--- config.mk ---
export PLATFORM = sky130hd
export DESIGN_NAME = svc_rv_trace_fifo
export DESIGN_NICKNAME = d
export VERILOG_FILES = /design/src/rtl/svc_rv_trace_fifo.sv
export SDC_FILE = /design/constraint.sdc
export NUM_CORES = 2
export LEC_CHECK = 0
export CORE_MARGIN = 4
export CORE_UTILIZATION = 45
export DETAILED_ROUTE_END_ITERATION = 6
export PLACE_DENSITY = 0.65
export SLEW_MARGIN = 25
export SYNTH_ARGS = -nofsm -noshare
export SYNTH_HDL_FRONTEND = slang
export SYNTH_SLANG_ARGS = --single-unit
--- constraint.sdc ---
create_clock -name clk -period 28.3 [get_ports clk]
set_input_delay 2.83 -clock clk [delete_from_list [all_inputs] [get_ports clk]]
set_output_delay 2.83 -clock clk [all_outputs]
set_load 0.03 [all_outputs]
--- src/rtl/svc_rv_trace_fifo.sv ---
// rtl/svc_rv_trace_fifo.sv - retirement trace FIFO for the svc_rv RVFI port
//
// Purpose: captures each retired instruction reported on the RVFI port into a
// first-word-fall-through FIFO and drains it through a valid/ready stream.
// Counts retirements lost to a full FIFO and stops capturing after a halt.
//
// Optional feature macro: SVC_RV_TRACE_ORDER_CHECK_EN
//   defined   - order continuity checker drives order_err
//   undefined - checker removed, order_err tied to 0
//
// Ports:
//   clk, rst_n         clock, asynchronous active-low reset
//   clear              synchronous clear of FIFO and status
//   rvfi_*             retirement record from the core
//   m_valid/m_ready    output stream handshake
//   m_*                payload of the entry at the head (0 when empty)
//   count              occupancy 0..DEPTH
//   dropped            saturating count of retirements lost while full
//   halted             sticky, set when a halt entry is accepted
//   order_err          sticky order-discontinuity flag
module svc_rv_trace_fifo #(
  parameter int DEPTH = 16,
  parameter int CW    = $clog2(DEPTH) + 1
) (
  input  logic          clk,
  input  logic          rst_n,
  input  logic          clear,
  input  logic          rvfi_valid,
  input  logic [63:0]   rvfi_order,
  input  logic [31:0]   rvfi_insn,
  input  logic [31:0]   rvfi_pc_rdata,
  input  logic [4:0]    rvfi_rd_addr,
  input  logic [31:0]   rvfi_rd_wdata,
  input  logic          rvfi_trap,
  input  logic          rvfi_halt,
  output logic          m_valid,
  input  logic          m_ready,
  output logic [63:0]   m_order,
  output logic [31:0]   m_insn,
  output logic [31:0]   m_pc,
  output logic [4:0]    m_rd_addr,
  output logic [31:0]   m_rd_wdata,
  output logic          m_trap,
  output logic          m_halt,
  output logic [CW-1:0] count,
  output logic [31:0]   dropped,
  output logic          halted,
  output logic          order_err
);

  localparam int AW = $clog2(DEPTH);
  localparam logic [CW-1:0] DEPTH_C = CW'(DEPTH);

  // Storage is deliberately not reset.
  logic [63:0] mem_order    [DEPTH];
  logic [31:0] mem_insn     [DEPTH];
  logic [31:0] mem_pc       [DEPTH];
  logic [4:0]  mem_rd_addr  [DEPTH];
  logic [31:0] mem_rd_wdata [DEPTH];
  logic        mem_trap     [DEPTH];
  logic        mem_halt     [DEPTH];

  logic [AW-1:0] wr_ptr_q, wr_ptr_d;
  logic [AW-1:0] rd_ptr_q, rd_ptr_d;
  logic [CW-1:0] count_q, count_d;
  logic [31:0]   dropped_q, dropped_d;
  logic          halted_q, halted_d;

  logic pop;
  logic push;
  logic drop;

  assign m_valid = (count_q != '0);

  // A clear cycle discards both sides of the FIFO traffic.
  assign pop  = m_valid && m_ready && !clear;
  // Full FIFO still accepts when the head leaves on the same edge.
  assign push = rvfi_valid && !clear && !halted_q && ((count_q != DEPTH_C) || pop);
  assign drop = rvfi_valid && !clear && !halted_q && !push;

  always_comb begin
    wr_ptr_d  = wr_ptr_q;
    rd_ptr_d  = rd_ptr_q;
    count_d   = count_q;
    dropped_d = dropped_q;
    halted_d  = halted_q;
    if (clear) begin
      wr_ptr_d  = '0;
      rd_ptr_d  = '0;
      count_d   = '0;
      dropped_d = '0;
      halted_d  = 1'b0;
    end else begin
      if (push) begin
        wr_ptr_d = wr_ptr_q + AW'(1);
      end
      if (pop) begin
        rd_ptr_d = rd_ptr_q + AW'(1);
      end
      if (push && !pop) begin
        count_d = count_q + CW'(1);
      end else if (pop && !push) begin
        count_d = count_q - CW'(1);
      end
      if (drop && (dropped_q != 32'hFFFF_FFFF)) begin
        dropped_d = dropped_q + 32'd1;
      end
      if (push && rvfi_halt) begin
        halted_d = 1'b1;
      end
    end
  end

  always_ff @(posedge clk or negedge rst_n) begin
    if (!rst_n) begin
      wr_ptr_q  <= '0;
      rd_ptr_q  <= '0;
      count_q   <= '0;
      dropped_q <= '0;
      halted_q  <= 1'b0;
    end else begin
      wr_ptr_q  <= wr_ptr_d;
      rd_ptr_q  <= rd_ptr_d;
      count_q   <= count_d;
      dropped_q <= dropped_d;
      halted_q  <= halted_d;
    end
  end

  always_ff @(posedge clk) begin
    if (push) begin
      mem_order[wr_ptr_q]    <= rvfi_order;
      mem_insn[wr_ptr_q]     <= rvfi_insn;
      mem_pc[wr_ptr_q]       <= rvfi_pc_rdata;
      mem_rd_addr[wr_ptr_q]  <= rvfi_rd_addr;
      mem_rd_wdata[wr_ptr_q] <= rvfi_rd_wdata;
      mem_trap[wr_ptr_q]     <= rvfi_trap;
      mem_halt[wr_ptr_q]     <= rvfi_halt;
    end
  end

  // Payload is forced to zero while empty so stale RAM never leaks out.
  assign m_order    = m_valid ? mem_order[rd_ptr_q]    : 64'd0;
  assign m_insn     = m_valid ? mem_insn[rd_ptr_q]     : 32'd0;
  assign m_pc       = m_valid ? mem_pc[rd_ptr_q]       : 32'd0;
  assign m_rd_addr  = m_valid ? mem_rd_addr[rd_ptr_q]  : 5'd0;
  assign m_rd_wdata = m_valid ? mem_rd_wdata[rd_ptr_q] : 32'd0;
  assign m_trap     = m_valid ? mem_trap[rd_ptr_q]     : 1'b0;
  assign m_halt     = m_valid ? mem_halt[rd_ptr_q]     : 1'b0;

  assign count   = count_q;
  assign dropped = dropped_q;
  assign halted  = halted_q;

`ifdef SVC_RV_TRACE_ORDER_CHECK_EN
  logic [63:0] last_order_q, last_order_d;
  logic        have_last_q, have_last_d;
  logic        order_err_q, order_err_d;
  logic        seen;

  // Dropped retirements still advance the expected order, so an overflow
  // is not misreported as a discontinuity.
  assign seen = rvfi_valid && !clear && !halted_q;

  always_comb begin
    last_order_d = last_order_q;
    have_last_d  = have_last_q;
    order_err_d  = order_err_q;
    if (clear) begin
      have_last_d = 1'b0;
      order_err_d = 1'b0;
    end else if (seen) begin
      if (have_last_q && (rvfi_order != (last_order_q + 64'd1))) begin
        order_err_d = 1'b1;
      end
      last_order_d = rvfi_order;
      have_last_d  = 1'b1;
    end
  end

  always_ff @(posedge clk or negedge rst_n) begin
    if (!rst_n) begin
      last_order_q <= '0;
      have_last_q  <= 1'b0;
      order_err_q  <= 1'b0;
    end else begin
      last_order_q <= last_order_d;
      have_last_q  <= have_last_d;
      order_err_q  <= order_err_d;
    end
  end

  assign order_err = order_err_q;
`else
  assign order_err = 1'b0;
`endif

endmodule

==> metrics <==
outcome=completed; setup TNS=0 ps; Sw Pwr=2.61 mW; Hold Violations, Final=0; Post-Syn Area=104000 um^2; Final Power=10.2 mW; Cell Pwr Density=85.0 nW/um^2; Max FO, Critical Path=64; final slew viol count=0; Period minus WS final=9270 ps; CP max-delay cell=dfrtp_4; ANT nets after route=0; internal power=7.61 mW; Worst Hold Class=flip-flop to flip-flop; layout cells sized above 1=27.2%; initial antenna violation count=54; largest net degree at the start of global routing=129; vias per cell=5.91; # IOs=379; cell mode on critical path=buf_4; Worst Setup End Kind=output port; Worst-path clk slew=60 ps; hpwl dp=116 mm; Max Cap Violations=0; clock sink total=2718; Logic pwr share=20.6%; Congestion Overflow GR=0; WS Path Type=flip-flop to output port; flop2flop setup slack=24090 ps; Final Util=52.7%; CTS Buf Count=298; Worst VDD drop=70.6 uV; Root Buffer=clkbuf_16; vias in the first global route=48819; Reg power frac=44.1%; PortBufs=377; area grow syn2layout=16.0%; clock skew=61.2 ps; CTS resizes=0; Avg Inst Size Synth=24.7 um^2; Least-Margin Pin Slew=1180 ps; 1st-iter DRT viols=4761; worst-case clock buffer depth=4; cells along the critical path=buf_4 > buf_4 > buf_4 > mux4_2 > mux4_2 > and2_1 > clkdlybuf4s50_1; P_leak=36.3 nW; NumNets Final=4916; switching part of the total=25.6%; CTS tree=yes; post-synth cell types=48; #FFs+latches synth=2718; family with the most delay on the worst path=buffers and inverters; TritonRoute pass-1 iters=7; clock share of power=35.2%; final period utilization=32.7%; clk_lat worst skew=920 ps; CP arrival=6440 ps; syn_nets=4379; Core Region=228000 um^2; Setup Viol. Count Final=0; Initial Util=45.4%; Tot GR Track Use=20.2%; GPL Wtd Cong=0.735; CP Launch Type=flip-flop; # DRC=0; sequential area share after synthesis=78.5%; Post-CTS Setup Bufs=0; fillers=17229; die footprint=238000 um^2; Post-synth EDFFs=2672; WL final=240 mm; H-tree depth=5; number of buffer and inverter stages on the critical path=4; WP data required=25470 ps; Async SR Flop Fraction=1.69%; first-pass GRT wire length=349 mm; Die Y=488 um; die span in x=488 um; synth warn=0; DR WL/cell=30.1 um; Vias=47017; gate count after technology mapping=4196; unrepaired setup endpoints after global routing=no; Max stage delay on crit path=970 ps; Synth Flop Type=edfxtp_1; cts hold-fix bufs=0; f_max=108 MHz; Row Count=175; Slew headroom=21.3%
-- sequential cells by signal, indices dropped and copies added, names as in the netlist, 4 cells and up --
signal,count
count,5
dropped,32
mem_halt,16
mem_insn,512
mem_order,1024
mem_pc,512
mem_rd_addr,80
mem_rd_wdata,512
mem_trap,16
rd_ptr_q,4
wr_ptr_q,4
-- cells in the mapped netlist, types with 6 or more instances --
| cell type | n | area share (%) |
|---|---|---|
| or3_1 | 23 | 0.14 |
| buf_2 | 40 | 0.19 |
| edfxtp_1 | 2672 | 77 |
| mux4_2 | 835 | 18 |
| ha_1 | 10 | 0.12 |
| xor2_1 | 7 | 0.059 |
| nor4_1 | 8 | 0.048 |
| buf_1 | 22 | 0.080 |
| clkbuf_1 | 160 | 0.58 |
| nor2_1 | 21 | 0.076 |
| and2_1 | 172 | 1.0 |
| o21ai_0 | 23 | 0.11 |
| nand4_1 | 9 | 0.054 |
| inv_1 | 11 | 0.040 |
| nand2_1 | 20 | 0.072 |
| nand3_1 | 16 | 0.077 |
| dfrtp_1 | 46 | 1.1 |
| a21oi_1 | 32 | 0.15 |
| and4_1 | 7 | 0.059 |
| mux2_2 | 7 | 0.076 |
| nor3_1 | 6 | 0.029 |
-- placed cells by master, fill, tap and decap left out, drive strengths merged, types with 2 or more instances in the layout --
cell type	count
and2	172
clkbuf	366
mux2i	2
bufinv	19
xor2	7
mux4	835
nor2	21
nand3	17
or4	6
nand2	20
clkinvlp	4
ha	10
clkdlybuf4s50	376
nand2b	2
nand3b	2
nor2b	3
nor4	9
nor3	6
clkinv	95
and4	7
a21o	2
edfxtp	2672
o31ai	6
diode	31
inv	16
a21oi	32
and3	5
mux2	7
xnor2	2
buf	86
dfrtp	46
o21ai	23
or3	25
nand4	9
-- power by group through the flow --
stage | clock, mW | sequential, mW | combinational [mW]
floorplan | 0 | 4.60 | 1.42
global route | 3.86 | 4.52 | 2.25
global placement | 0 | 4.59 | 2.14
CTS | 3.69 | 4.51 | 2.16
detailed placement | 0 | 4.60 | 2.15
finish | 3.60 | 4.51 | 2.11
-- worst paths after layout --
check	startpoint	end	depth (start not counted)
worst max-delay path	rd_ptr_q[1]	m_insn[5]	7
worst min-delay path	dropped[29]	dropped[29]	2
worst max register to register	halted	mem_rd_wdata[10][5]	7
worst min register to register	dropped[29]	dropped[29]	2
max in group asynchronous	rst_n	rd_ptr_q[1]	2
min in group asynchronous	rst_n	dropped[15]	2
-- final cells by class --
| cell class | instances | area, um^2 | share of cell area (%) |
|---|---|---|---|
| Sequential cell | 2718 | 81400 | 67.7 |
| Multi-Input combinational cell | 1242 | 21500 | 17.9 |
| Clock buffer | 366 | 7860 | 6.53 |
| Timing Repair Buffer | 462 | 4610 | 3.83 |
| Tap cell | 3009 | 3760 | 3.13 |
| Clock inverter | 123 | 1070 | 0.890 |
| Antenna cell | 31 | 77.6 | 0.0645 |
| Inverter | 11 | 41.3 | 0.0343 |
-- metal layers --
metal	up-vias	GRT usage, %	wire [um]
li1	19222	-	-
met1	25721	27.6	96200
met2	1622	33.2	121000
met3	426	4.19	16300
met4	26	5.85	5970
met5	-	0	176
-- worst reg2reg max path, stage by stage (launching register included) --
cell	delay (ps)
dfrtp_1	410
or3b_2	450
a31oi_1	150
buf_4	200
nand3b_1	320
nor2_4	650
buf_4	650
buf_4	870
-- per-stage QoR --
| stage | hold slack, ps | area [um^2] | std cells | setup slack, ps |
|---|---|---|---|---|
| floorplan | 522 | 104000 | 4196 | 8130 |
| global placement | 547 | 111000 | 7442 | 19880 |
| detailed placement | 556 | 111000 | 7442 | 19860 |
| CTS | 564 | 120000 | 7931 | 18800 |
| global route | 577 | 120000 | 7944 | 18610 |
| finish | 564 | 120000 | 7962 | 19030 |
-- logic make-up after synthesis --
kind of cell | Yosys count | synth area share [%]
compound gates | 71 | 0.393
xor+xnor | 9 | 0.0760
fa+ha+maj | 11 | 0.140
buf+inv | 236 | 0.913
flops | 2718 | 78.5
mux | 844 | 18.2
other cells | 1 | 0.00362
simple gates | 306 | 1.78
Note: power is estimated with default switching activity, not from simulation.
